File: config.mk
export PLATFORM = sky130hd
export DESIGN_NAME = graph_node_config_writer_flat
export DESIGN_NICKNAME = d
export VERILOG_FILES = /design/src/rtl/graph_node_config_writer_pkg.sv /design/src/rtl/graph_node_config_writer_if.sv /design/src/rtl/graph_node_config_writer_edge_buffer.sv /design/src/rtl/graph_node_config_writer.sv /design/src/flat_wrapper.sv
export SDC_FILE = /design/constraint.sdc
export NUM_CORES = 1
export LEC_CHECK = 0
export ABC_AREA = 0
export CORE_ASPECT_RATIO = 2
export CORE_MARGIN = 2
export CORE_UTILIZATION = 40
export DETAILED_ROUTE_END_ITERATION = 12
export GPL_ROUTABILITY_DRIVEN = 0
export PLACE_DENSITY = 0.72
export SLEW_MARGIN = 20
export SYNTH_ARGS = -nofsm -noshare
export SYNTH_HDL_FRONTEND = slang
export SYNTH_SLANG_ARGS = --single-unit
File: constraint.sdc
create_clock -name clk -period 11.32 [get_ports clk]
set_clock_uncertainty 0.1 [all_clocks]
set_input_delay 2.264 -clock clk [delete_from_list [all_inputs] [get_ports clk]]
set_output_delay 2.264 -clock clk [all_outputs]
set_load 0.005 [all_outputs]
File: src/rtl/graph_node_config_writer_pkg.sv
// rtl/graph_node_config_writer_pkg.sv - shared widths, FSM states and slot helper for the node config writer
package graph_forge_pkg;

    localparam int NODE_ID_WIDTH = 8;
    localparam int WEIGHT_WIDTH  = 16;
    localparam int MAX_DEGREE    = 15;
    localparam int SLOTS         = 16;

    typedef enum logic [1:0] {
        IDLE    = 2'd0,
        COLLECT = 2'd1,
        COMMIT  = 2'd2
    } state_t;

    // LSB position of a slot inside a flattened per-slot bus
    function automatic int slot_lsb(input int slot, input int width);
        return slot * width;
    endfunction

endpackage

File: src/rtl/graph_node_config_writer_if.sv
// rtl/graph_node_config_writer_if.sv - edge-record stream between the edge-list feeder and the writer
interface graph_node_config_writer_if #(
    parameter int NODE_ID_WIDTH = graph_forge_pkg::NODE_ID_WIDTH,
    parameter int WEIGHT_WIDTH  = graph_forge_pkg::WEIGHT_WIDTH
) ();

    logic                     edge_valid;
    logic                     edge_ready;
    logic [NODE_ID_WIDTH-1:0] edge_node_id;
    logic [NODE_ID_WIDTH-1:0] edge_neighbor_id;
    logic [WEIGHT_WIDTH-1:0]  edge_weight;
    logic [NODE_ID_WIDTH-1:0] edge_partition_id;
    logic                     edge_last;

    modport master (
        output edge_valid, edge_node_id, edge_neighbor_id, edge_weight,
               edge_partition_id, edge_last,
        input  edge_ready
    );

    modport slave (
        input  edge_valid, edge_node_id, edge_neighbor_id, edge_weight,
               edge_partition_id, edge_last,
        output edge_ready
    );

endinterface

File: src/rtl/graph_node_config_writer_edge_buffer.sv
// rtl/graph_node_config_writer_edge_buffer.sv - per-slot neighbor id / weight register file with clear-all
module graph_edge_buffer #(
    parameter int SLOTS         = graph_forge_pkg::SLOTS,
    parameter int NODE_ID_WIDTH = graph_forge_pkg::NODE_ID_WIDTH,
    parameter int WEIGHT_WIDTH  = graph_forge_pkg::WEIGHT_WIDTH,
    parameter int IDX_WIDTH     = $clog2(SLOTS)
) (
    input  logic                             clk,
    input  logic                             rst,
    input  logic                             clr,
    input  logic                             wr_en,
    input  logic [IDX_WIDTH-1:0]             wr_idx,
    input  logic [NODE_ID_WIDTH-1:0]         wr_id,
    input  logic [WEIGHT_WIDTH-1:0]          wr_weight,
    output logic [SLOTS*NODE_ID_WIDTH-1:0]   rd_ids,
    output logic [SLOTS*WEIGHT_WIDTH-1:0]    rd_weights
);
    import graph_forge_pkg::*;

    logic [NODE_ID_WIDTH-1:0] ids     [SLOTS];
    logic [WEIGHT_WIDTH-1:0]  weights [SLOTS];

    // Clear wipes every slot; a write in the same cycle lands on top of the cleared buffer
    always_ff @(posedge clk) begin
        if (rst) begin
            for (int i = 0; i < SLOTS; i++) begin
                ids[i]     <= '0;
                weights[i] <= '0;
            end
        end else begin
            if (clr) begin
                for (int i = 0; i < SLOTS; i++) begin
                    ids[i]     <= '0;
                    weights[i] <= '0;
                end
            end
            if (wr_en) begin
                ids[wr_idx]     <= wr_id;
                weights[wr_idx] <= wr_weight;
            end
        end
    end

    for (genvar g = 0; g < SLOTS; g++) begin : g_flat
        assign rd_ids[slot_lsb(g, NODE_ID_WIDTH) +: NODE_ID_WIDTH]    = ids[g];
        assign rd_weights[slot_lsb(g, WEIGHT_WIDTH) +: WEIGHT_WIDTH]  = weights[g];
    end

endmodule

File: src/rtl/graph_node_config_writer.sv
// rtl/graph_node_config_writer.sv - collects per-node edge records and commits them to a graph-node cell
module graph_node_config_writer #(
    parameter int NODE_ID_WIDTH = graph_forge_pkg::NODE_ID_WIDTH,
    parameter int WEIGHT_WIDTH  = graph_forge_pkg::WEIGHT_WIDTH,
    parameter int MAX_DEGREE    = graph_forge_pkg::MAX_DEGREE,
    parameter int SLOTS         = graph_forge_pkg::SLOTS
) (
    input  logic                             clk,
    input  logic                             rst,
    graph_node_config_writer_if.slave        edge_in,
    output logic [NODE_ID_WIDTH-1:0]         cfg_node_id,
    output logic                             cfg_enable,
    output logic [3:0]                       cfg_degree,
    output logic [SLOTS*NODE_ID_WIDTH-1:0]   cfg_neighbor_ids,
    output logic [SLOTS*WEIGHT_WIDTH-1:0]    cfg_edge_weights,
    output logic [NODE_ID_WIDTH-1:0]         cfg_partition_id,
    output logic                             cfg_partition_update,
    output logic                             busy,
    output logic                             err_overflow,
    output logic                             err_node_mismatch,
    output logic [15:0]                      nodes_written
);
    import graph_forge_pkg::*;

    state_t                   state;
    logic [3:0]               count;
    logic [NODE_ID_WIDTH-1:0] node_q;
    logic [NODE_ID_WIDTH-1:0] part_q;
    logic                     ready_q;
    logic                     commit_q;

    logic       accept;
    logic       node_match;
    logic       full;
    logic       buf_clr;
    logic       buf_wr;
    logic [3:0] buf_idx;

    assign accept     = edge_in.edge_valid && ready_q;
    assign node_match = (edge_in.edge_node_id == node_q);
    assign full       = (count == 4'(MAX_DEGREE));

    // First accept of a node restarts the buffer at slot 0; later accepts append unless dropped
    always_comb begin
        buf_clr = 1'b0;
        buf_wr  = 1'b0;
        buf_idx = count;
        if (accept && state == IDLE) begin
            buf_clr = 1'b1;
            buf_wr  = 1'b1;
            buf_idx = 4'd0;
        end else if (accept && state == COLLECT && node_match && !full) begin
            buf_wr  = 1'b1;
        end
    end

    graph_edge_buffer #(
        .SLOTS         (SLOTS),
        .NODE_ID_WIDTH (NODE_ID_WIDTH),
        .WEIGHT_WIDTH  (WEIGHT_WIDTH),
        .IDX_WIDTH     (4)
    ) u_buffer (
        .clk        (clk),
        .rst        (rst),
        .clr        (buf_clr),
        .wr_en      (buf_wr),
        .wr_idx     (buf_idx),
        .wr_id      (edge_in.edge_neighbor_id),
        .wr_weight  (edge_in.edge_weight),
        .rd_ids     (cfg_neighbor_ids),
        .rd_weights (cfg_edge_weights)
    );

    // Collection FSM: the commit strobe and the one-cycle ready bubble are registered off the last accept
    always_ff @(posedge clk) begin
        if (rst) begin
            state             <= IDLE;
            count             <= 4'd0;
            node_q            <= '0;
            part_q            <= '0;
            ready_q           <= 1'b0;
            commit_q          <= 1'b0;
            err_overflow      <= 1'b0;
            err_node_mismatch <= 1'b0;
            nodes_written     <= 16'd0;
        end else begin
            ready_q  <= !(accept && edge_in.edge_last);
            commit_q <= accept && edge_in.edge_last;
            case (state)
                IDLE: begin
                    if (accept) begin
                        node_q <= edge_in.edge_node_id;
                        part_q <= edge_in.edge_partition_id;
                        count  <= 4'd1;
                        state  <= edge_in.edge_last ? COMMIT : COLLECT;
                    end
                end
                COLLECT: begin
                    if (accept) begin
                        if (!node_match) begin
                            err_node_mismatch <= 1'b1;
                        end else if (full) begin
                            err_overflow <= 1'b1;
                        end else begin
                            count <= count + 4'd1;
                        end
                        if (edge_in.edge_last) begin
                            state <= COMMIT;
                        end
                    end
                end
                COMMIT:  state <= IDLE;
                default: state <= IDLE;
            endcase
            if (accept && edge_in.edge_last && nodes_written != 16'hFFFF) begin
                nodes_written <= nodes_written + 16'd1;
            end
        end
    end

    assign edge_in.edge_ready   = ready_q;
    assign cfg_enable           = commit_q;
    assign cfg_partition_update = commit_q;
    assign cfg_degree           = count;
    assign cfg_node_id          = node_q;
    assign cfg_partition_id     = part_q;
    assign busy                 = (state != IDLE);

endmodule

File: src/flat_wrapper.sv
// flat-port wrapper written by rule: the top's interface ports become plain ports
module graph_node_config_writer_flat import graph_forge_pkg::*;
#(
    parameter int NODE_ID_WIDTH = graph_forge_pkg::NODE_ID_WIDTH,
    parameter int WEIGHT_WIDTH  = graph_forge_pkg::WEIGHT_WIDTH,
    parameter int MAX_DEGREE    = graph_forge_pkg::MAX_DEGREE,
    parameter int SLOTS         = graph_forge_pkg::SLOTS
)
  (clk, rst, cfg_node_id, cfg_enable, cfg_degree, cfg_neighbor_ids, cfg_edge_weights, cfg_partition_id, cfg_partition_update, busy, err_overflow, err_node_mismatch, nodes_written, edge_in_edge_valid, edge_in_edge_node_id, edge_in_edge_neighbor_id, edge_in_edge_weight, edge_in_edge_partition_id, edge_in_edge_last, edge_in_edge_ready);
  graph_node_config_writer_if #(.NODE_ID_WIDTH(NODE_ID_WIDTH), .WEIGHT_WIDTH(WEIGHT_WIDTH)) edge_in_i ();
  input  logic clk;
  input  logic rst;
  output logic [NODE_ID_WIDTH-1:0] cfg_node_id;
  output logic cfg_enable;
  output logic [3:0] cfg_degree;
  output logic [SLOTS*NODE_ID_WIDTH-1:0] cfg_neighbor_ids;
  output logic [SLOTS*WEIGHT_WIDTH-1:0] cfg_edge_weights;
  output logic [NODE_ID_WIDTH-1:0] cfg_partition_id;
  output logic cfg_partition_update;
  output logic busy;
  output logic err_overflow;
  output logic err_node_mismatch;
  output logic [15:0] nodes_written;
  input wire logic [$bits(edge_in_i.edge_valid)-1:0] edge_in_edge_valid;
  input wire logic [$bits(edge_in_i.edge_node_id)-1:0] edge_in_edge_node_id;
  input wire logic [$bits(edge_in_i.edge_neighbor_id)-1:0] edge_in_edge_neighbor_id;
  input wire logic [$bits(edge_in_i.edge_weight)-1:0] edge_in_edge_weight;
  input wire logic [$bits(edge_in_i.edge_partition_id)-1:0] edge_in_edge_partition_id;
  input wire logic [$bits(edge_in_i.edge_last)-1:0] edge_in_edge_last;
  output wire logic [$bits(edge_in_i.edge_ready)-1:0] edge_in_edge_ready;
  assign edge_in_i.edge_valid = edge_in_edge_valid;
  assign edge_in_i.edge_node_id = edge_in_edge_node_id;
  assign edge_in_i.edge_neighbor_id = edge_in_edge_neighbor_id;
  assign edge_in_i.edge_weight = edge_in_edge_weight;
  assign edge_in_i.edge_partition_id = edge_in_edge_partition_id;
  assign edge_in_i.edge_last = edge_in_edge_last;
  assign edge_in_edge_ready = edge_in_i.edge_ready;
  graph_node_config_writer #(.NODE_ID_WIDTH(NODE_ID_WIDTH), .WEIGHT_WIDTH(WEIGHT_WIDTH), .MAX_DEGREE(MAX_DEGREE), .SLOTS(SLOTS)) u_core (.clk(clk), .rst(rst), .edge_in(edge_in_i), .cfg_node_id(cfg_node_id), .cfg_enable(cfg_enable), .cfg_degree(cfg_degree), .cfg_neighbor_ids(cfg_neighbor_ids), .cfg_edge_weights(cfg_edge_weights), .cfg_partition_id(cfg_partition_id), .cfg_partition_update(cfg_partition_update), .busy(busy), .err_overflow(err_overflow), .err_node_mismatch(err_node_mismatch), .nodes_written(nodes_written));
endmodule
**Word level (Yosys, flattened, before mapping)**

Memories as Yosys holds them, arrays and structs flattened.
Index checks and enable logic that the tools add are counted.

- Register bits after elaboration: 42
- RAM bits: 384
- Output and inout bits: 426
- Word-level logic and storage cells: 126
- Memories kept: 2

Memory list:

| name | depth | bits a word | read ports | clocked after memory_dff | write ports | line | source |
|---|---|---|---|---|---|---|---|
| u_core.u_buffer.weights | 16 | 16 | 16 | 0 | 17 | graph_node_config_writer_edge_buffer.sv:21 | `logic [WEIGHT_WIDTH-1:0] weights [SLOTS];` |
| u_core.u_buffer.ids | 16 | 8 | 16 | 0 | 17 | graph_node_config_writer_edge_buffer.sv:20 | `logic [NODE_ID_WIDTH-1:0] ids [SLOTS];` |

- Add/subtract/negate cells: 2
- Equal/unequal tests: 9
- Multiplexer cells: 54
- Bitwise logic cells: 33
- Reduce and logical (&&, ||, !) cells: 17

Operator list:

| kind | count |
|---|---|
| $mux 16 | 16 |
| $mux 8 | 16 |
| $or 1x1->1 | 32 |
| $mux 4 | 5 |
| $add 16x1->16 const B | 1 |
| $ne 16x16->1 const B | 1 |
| $mux 1 | 11 |
| $eq 8x8->1 | 1 |
| $mux 2 | 4 |
| $pmux 4 s2 | 1 |
| $logic_and 1x1->1 | 7 |
| $ne 2x1->1 const B | 3 |
| $reduce_and 3->1 | 2 |
| $reduce_and 5->1 | 1 |
| $add 4x1->4 const B | 1 |
| $eq 4x4->1 const B | 1 |
| $ne 2x2->1 const B | 2 |
| $pmux 2 s2 | 1 |
| $reduce_and 4->1 | 1 |
| $reduce_bool 2->1 | 2 |
| $eq 2x1->1 const B | 1 |
| $logic_not 1->1 | 2 |
| $logic_not 2->1 | 1 |
| $reduce_and 2->1 | 1 |
| $not 1->1 | 1 |

**Depth between registers and ports, before layout**

Gate-level depths: netlist of run 1.

- Depth in word-level cells: 9
- Gate-level depth with buffers: 7
- Gate-level depth less buffers: 5

**By module**

Synthesis of run 1 repeated with hierarchy kept, for this count alone.

- Cell total of the unflattened synthesis: 1169
- Area, all modules: 16442.0 um^2

Modules (own cells, without submodules):

| module | times used | cells each | area each (um^2) | sequential area each (um^2) |
|---|---|---|---|---|
| graph_edge_buffer | 1 | 929 | 14432.6 | 11531.1 |
| graph_node_config_writer | 1 | 240 | 2009.4 | 840.8 |

**Worst setup path after synthesis of run 1**

OpenSTA, ideal clock, no wires.

- Kind: input to register
- From: in edge_in_edge_node_id[3]
- To: mem u_core.u_buffer.ids[13][0] (enable)
- Library setup time: 0.438 ns
- Arrival: 5.139 ns
- Slack: 5.642 ns
- Cell stages on the path: 6
- Buffers on the path: 2
- Cells stage by stage: xor2_1 -> nor4_2 -> buf_2 -> nand4_4 -> buf_2 -> o21ai_0

RTL lines:

| what | line | source |
|---|---|---|
| start, declared | flat_wrapper.sv:25 | `input wire logic [$bits(edge_in_i.edge_node_id)-1:0] edge_in_edge_node_id;` |
| end, declared | graph_node_config_writer_edge_buffer.sv:20 |  |

==> metrics.cfg, run 1 <==
[status]
outcome = completed

[floorplanning]
initial_core_util = 0.404
io_pins = 470
die_w_um = 148
row_count = 105
core_area_sq_um = 40900
dieArea_sq_um = 43100
die_h_um = 291

[clock_network]
cts_resized = 0
clockBufferDepth = 3
clkTransAtPathRegs_ps = 60
cts_sinks = 426
ctsRootBufferMaster = clkbuf_16
insertion_delay_ps = 530
cts_tree = built
cts_hold_buffers = 0
cts_max_level = 2
numCtsBuffers = 37
post_cts_buffers = 0

[placement]
place_area_sq_um = 21800
io_buffers = 469
dp_hpwl_um = 38500

[yosys]
yosys.area.top_type = edfxtp_1
syn_area_sq_um = 16500
synthesis.nets = 1283
synth_seq_area_share = 0.749
yosysWarnings = 0
synth-edff-count = 384
synthArstFlopShare = 0
yosysTopAreaCellShare = 0.698
ys_types = 45
ys_top_cells_by_area = edfxtp_1, nor3_1, dfxtp_1, clkbuf_1, nor2_1
ys.flop_type = edfxtp_1
ys_seq_elements = 426
avgSynthCellArea_sq_um = 13.4
synthCells = 1237

[route]
via_per_inst = 5.47
num_vias = 12000
drtIter0Drc = 944
firstDrtPassIters = 5
antenna_left = 0
avgRoutedWirePerCell_um = 25.8
routed_wl_um = 56800
drc_errors = 0

[sta]
finalHoldViolations = 0
tightest_slew_ps = 1100
hold_ws_ps = 353
drv_slew = 0
fmax_ghz = 0.172
period_share = 0.515
setup_viol = 0
max_slew_margin = 0.266
period_needed_ps = 5830
rsz0062_at_grt = no
finalSetupTns_ps = 0

[finish]
final_area_sq_um = 23000
fin_util = 0.562
drive_gt1_frac = 0.0918
nNetsFinal = 1685
antenna_cells = 0
final_common_cell = clkdlybuf4s50_1
final_cell_mix = clkdlybuf4s50_1, edfxtp_1, nor3_1
area_growth_pct = 39.0
seqCellArea_sq_um = 12400
nFillCells = 3273
multi_input_area_sq_um = 3720

[grt]
grt_max_degree = 92
grtUsageTotal = 0.258
grt_pass1_vias = 11800
grt_first_pass_wirelength_um = 80200
antenna_found_initial = 0
overflow = 0

[pwr]
p_leak_nw = 7.63
power_density_nw_per_um2 = 149
vdd_drop_max_mv = 0.105
finalPower_mw = 3.42

[setup_path]
crit_slowest_cell = nand2_1
critPathKind = input port to flop
crit_buf_inv = 1
path_cells = clkdlybuf4s50_1 > nand4b_1 > nor2b_1 > nand4_2 > nand2_1
arrival_ps = 5890
startpoint_type = input port
critPathMaxFanout = 25
cp-end-kind = flop
required_ps = 11380
max_stage_delay_ps = 1070
cp_top_family = simple AND/OR/NAND/NOR gates

[min_path]
hold_path_class = flop to flop

[flow_run]
cap_violations = 0

[metal layers]
layer,GRT usage,share of wire,vias to the layer above
met4,0.140,0.058,0
met5,0,0,-
li1,-,-,5345
met1,0.274,0.33,5844
met2,0.475,0.54,692
met3,0.0459,0.073,164
[per-stage QoR]
stage | cells | setup WS (ps)
global route | 2201 | 5240
detailed placement | 2134 | 4800
floorplan | 1237 | 5640
CTS | 2200 | 5360
global placement | 2134 | 4970
finish | 2201 | 5490
[path summary, 6_finish.rpt]
check	cells after the start	startpoint	end	slack (ps)
min reg2reg	2	u_core.cfg_partition_id[5]	u_core.cfg_partition_id[5]	350
max reg2reg	5	u_core.cfg_degree[0]	u_core.u_buffer.ids[7][7]	7280
max	5	edge_in_edge_valid	u_core.u_buffer.ids[7][7]	5490
min	2	u_core.cfg_partition_id[5]	u_core.cfg_partition_id[5]	350
[worst reg2reg max path, stage by stage, from the launching register on]
cell     delay (ps)
dfxtp_1         440
ha_1            280
nand3_1         100
nor2b_1         880
nand4_2         800
nand2_1        1070
[synthesized netlist by cell type (11+ instances only)]
cell	number
buf_1	27
or3_1	12
edfxtp_1	384
nand2_1	46
dfxtp_1	42
nand4_1	11
o21ai_0	15
or2_2	23
nor3_1	290
nand2b_1	30
buf_2	25
a21oi_1	28
clkbuf_1	95
nor2_1	90
o22ai_1	24
[power breakdown]
part | leakage (nW) | internal (mW) | switching [mW] | total (mW)
clock | 0.573 | 0.705 | 0.567 | 1.27
combinational | 2.63 | 0.160 | 0.169 | 0.329
sequential | 4.43 | 1.79 | 0.0331 | 1.82
[final cells by class]
cell class | count | area share
clock buffers | 49 | 0.0441
repair buffers | 511 | 0.218
flip-flops and latches | 426 | 0.538
clock inverters | 17 | 0.00768
multi-input cells | 659 | 0.162
well taps | 535 | 0.0291
inverters | 4 | 0.000653
[state kept, by name, indices dropped and copies added (netlist names)]
register / flops
u_core.cfg_node_id: 8
u_core.u_buffer.ids: 128
u_core.nodes_written: 16
u_core.u_buffer.weights: 256
u_core.edge_in.edge_ready: 1
u_core.err_overflow: 1
u_core.cfg_partition_id: 8
u_core.cfg_degree: 4
u_core.err_node_mismatch: 1
u_core.state: 2
u_core.cfg_enable: 1
[cell families after synthesis]
logic type / synth area share
compound gates: 0.0295
xor+xnor: 0.00424
fa+ha+maj: 0.00151
mux: 0.00719
buf+inv: 0.0366
simple gates: 0.172
flops: 0.749
No activity file was read; power rests on OpenSTA's default activity.
==> run 2, diff against run 1 <==
- clock period: 11.32 -> 6.1 ns (I/O delays scaled with it)
==> run 2 against run 1 <==
Effect of this change:
- design area decreased by 0.13%
- first-iteration DRC count decreased by 12%
- power increased by 82%
- critical path type unchanged
- critical endpoint is now u_core.u_buffer.weights[9][7]
- highest routed layer unchanged
==> metrics.cfg, run 2 (synthesis results as in run 1) <==
[setup_path]
crit_slowest_cell = nor2b_1
cp_top_family = simple AND/OR/NAND/NOR gates
startpoint_type = input port
arrival_ps = 4440
required_ps = 6250
path_cells = clkdlybuf4s50_1 > nand4b_1 > nor2b_1 > nand4_4 > o21ai_2 > buf_4
crit_buf_inv = 2
max_stage_delay_ps = 900
critPathMaxFanout = 27
critPathKind = input port to flop
cp-end-kind = flop

[sta]
setup_slack_ps = 1810
drv_slew = 0
hold_ws_ps = 357
period_needed_ps = 4290
max_slew_margin = 0.257
tightest_slew_ps = 1110
fmax_ghz = 0.233
finalSetupTns_ps = 0
finalHoldViolations = 0
setup_viol = 0
period_share = 0.703
rsz0062_at_grt = no

[finish]
regMostFlops = u_core.u_buffer.weights
area_growth_pct = 38.9
drive_gt1_frac = 0.0966
nFillCells = 3278
reg.largest.list = u_core.u_buffer.weights (256), u_core.u_buffer.ids (128), u_core.nodes_written (16)
final_common_cell = clkdlybuf4s50_1
largest_reg_flops = 256
antenna_cells = 0
nNetsFinal = 1695
final_area_sq_um = 22900
final_cell_mix = clkdlybuf4s50_1, edfxtp_1, nor3_1

[clock_network]
post_cts_buffers = 0
ctsRootBufferMaster = clkbuf_16
cts_hold_buffers = 0
cts_max_level = 2
insertion_delay_ps = 560
cts_tree = built
cts_resized = 0
clockBufferDepth = 3
cts_sinks = 426
numCtsBuffers = 36
clkTransAtPathRegs_ps = 70

[pwr]
vdd_drop_max_mv = 0.275
power_density_nw_per_um2 = 271
p_leak_nw = 7.64

[route]
antenna_left = 0
num_vias = 12100
routed_wl_um = 56500
avgRoutedWirePerCell_um = 25.5
drtIter0Drc = 833
firstDrtPassIters = 6
drc_errors = 0
via_per_inst = 5.48

[grt]
grt_max_degree = 103
overflow = 0
grt_first_pass_wirelength_um = 80900
grt_pass1_vias = 12100
grtUsageTotal = 0.258
antenna_found_initial = 0

[floorplanning]
die_w_um = 148
io_pins = 470
row_count = 105
die_h_um = 291
initial_core_util = 0.404
core_area_sq_um = 40900
dieArea_sq_um = 43100

[status]
outcome = completed

[placement]
place_area_sq_um = 21800
io_buffers = 469
dp_worst_setup_slack_ps = 1310
dp_hpwl_um = 38600

[flow_run]
cap_violations = 0

[min_path]
hold_path_class = flop to flop

run 2: worst paths after layout:
path | startpoint | end | slack (ps) | depth (start not counted)
min reg2reg | u_core.cfg_partition_id[2] | u_core.cfg_partition_id[2] | 360 | 2
max reg2reg | u_core.cfg_degree[0] | u_core.u_buffer.weights[9][7] | 2490 | 6
max | edge_in_edge_valid | u_core.u_buffer.weights[9][7] | 1810 | 6
min | u_core.cfg_partition_id[2] | u_core.cfg_partition_id[2] | 360 | 2
run 2: final cells by class:
type | instances | area [sq um] | area share
Multi-Input combinational cell | 659 | 3700 | 0.161
Clock buffer | 43 | 927 | 0.0404
Timing Repair Buffer | 522 | 5090 | 0.222
Sequential cell | 426 | 12400 | 0.539
Inverter | 4 | 15.0 | 0.000654
Tap cell | 535 | 669 | 0.0292
Clock inverter | 23 | 176 | 0.00769
run 2: per-stage QoR:
stage                     total power, mW   util  std cells
after floorplan                      3.60      -       1237
after global placement               4.06  0.535       2146
after detailed placement             4.06  0.535       2146
after CTS                            6.25  0.562       2212
after global routing                 6.38  0.562       2212
final                                6.22  0.562       2212
run 2: layer usage:
| layer | GRT usage | vias to the layer above | part of all wire |
|---|---|---|---|
| li1 | - | 5379 | - |
| met1 | 0.276 | 5896 | 0.33 |
| met2 | 0.476 | 678 | 0.54 |
| met3 | 0.0470 | 166 | 0.072 |
| met4 | 0.138 | 0 | 0.058 |
| met5 | 0 | - | 0 |
run 2: tightest hold or removal path, cell delays in order (launching register included):
cell and delay (ps):
dfxtp_1 310, nand2_1 50, a21oi_1 50
run 2: power breakdown:
part	total [mW]	internal (mW)	switching, mW
Sequential	3.38	3.32	0.0583
Combinational	0.613	0.299	0.314
Clock	2.22	1.15	1.07
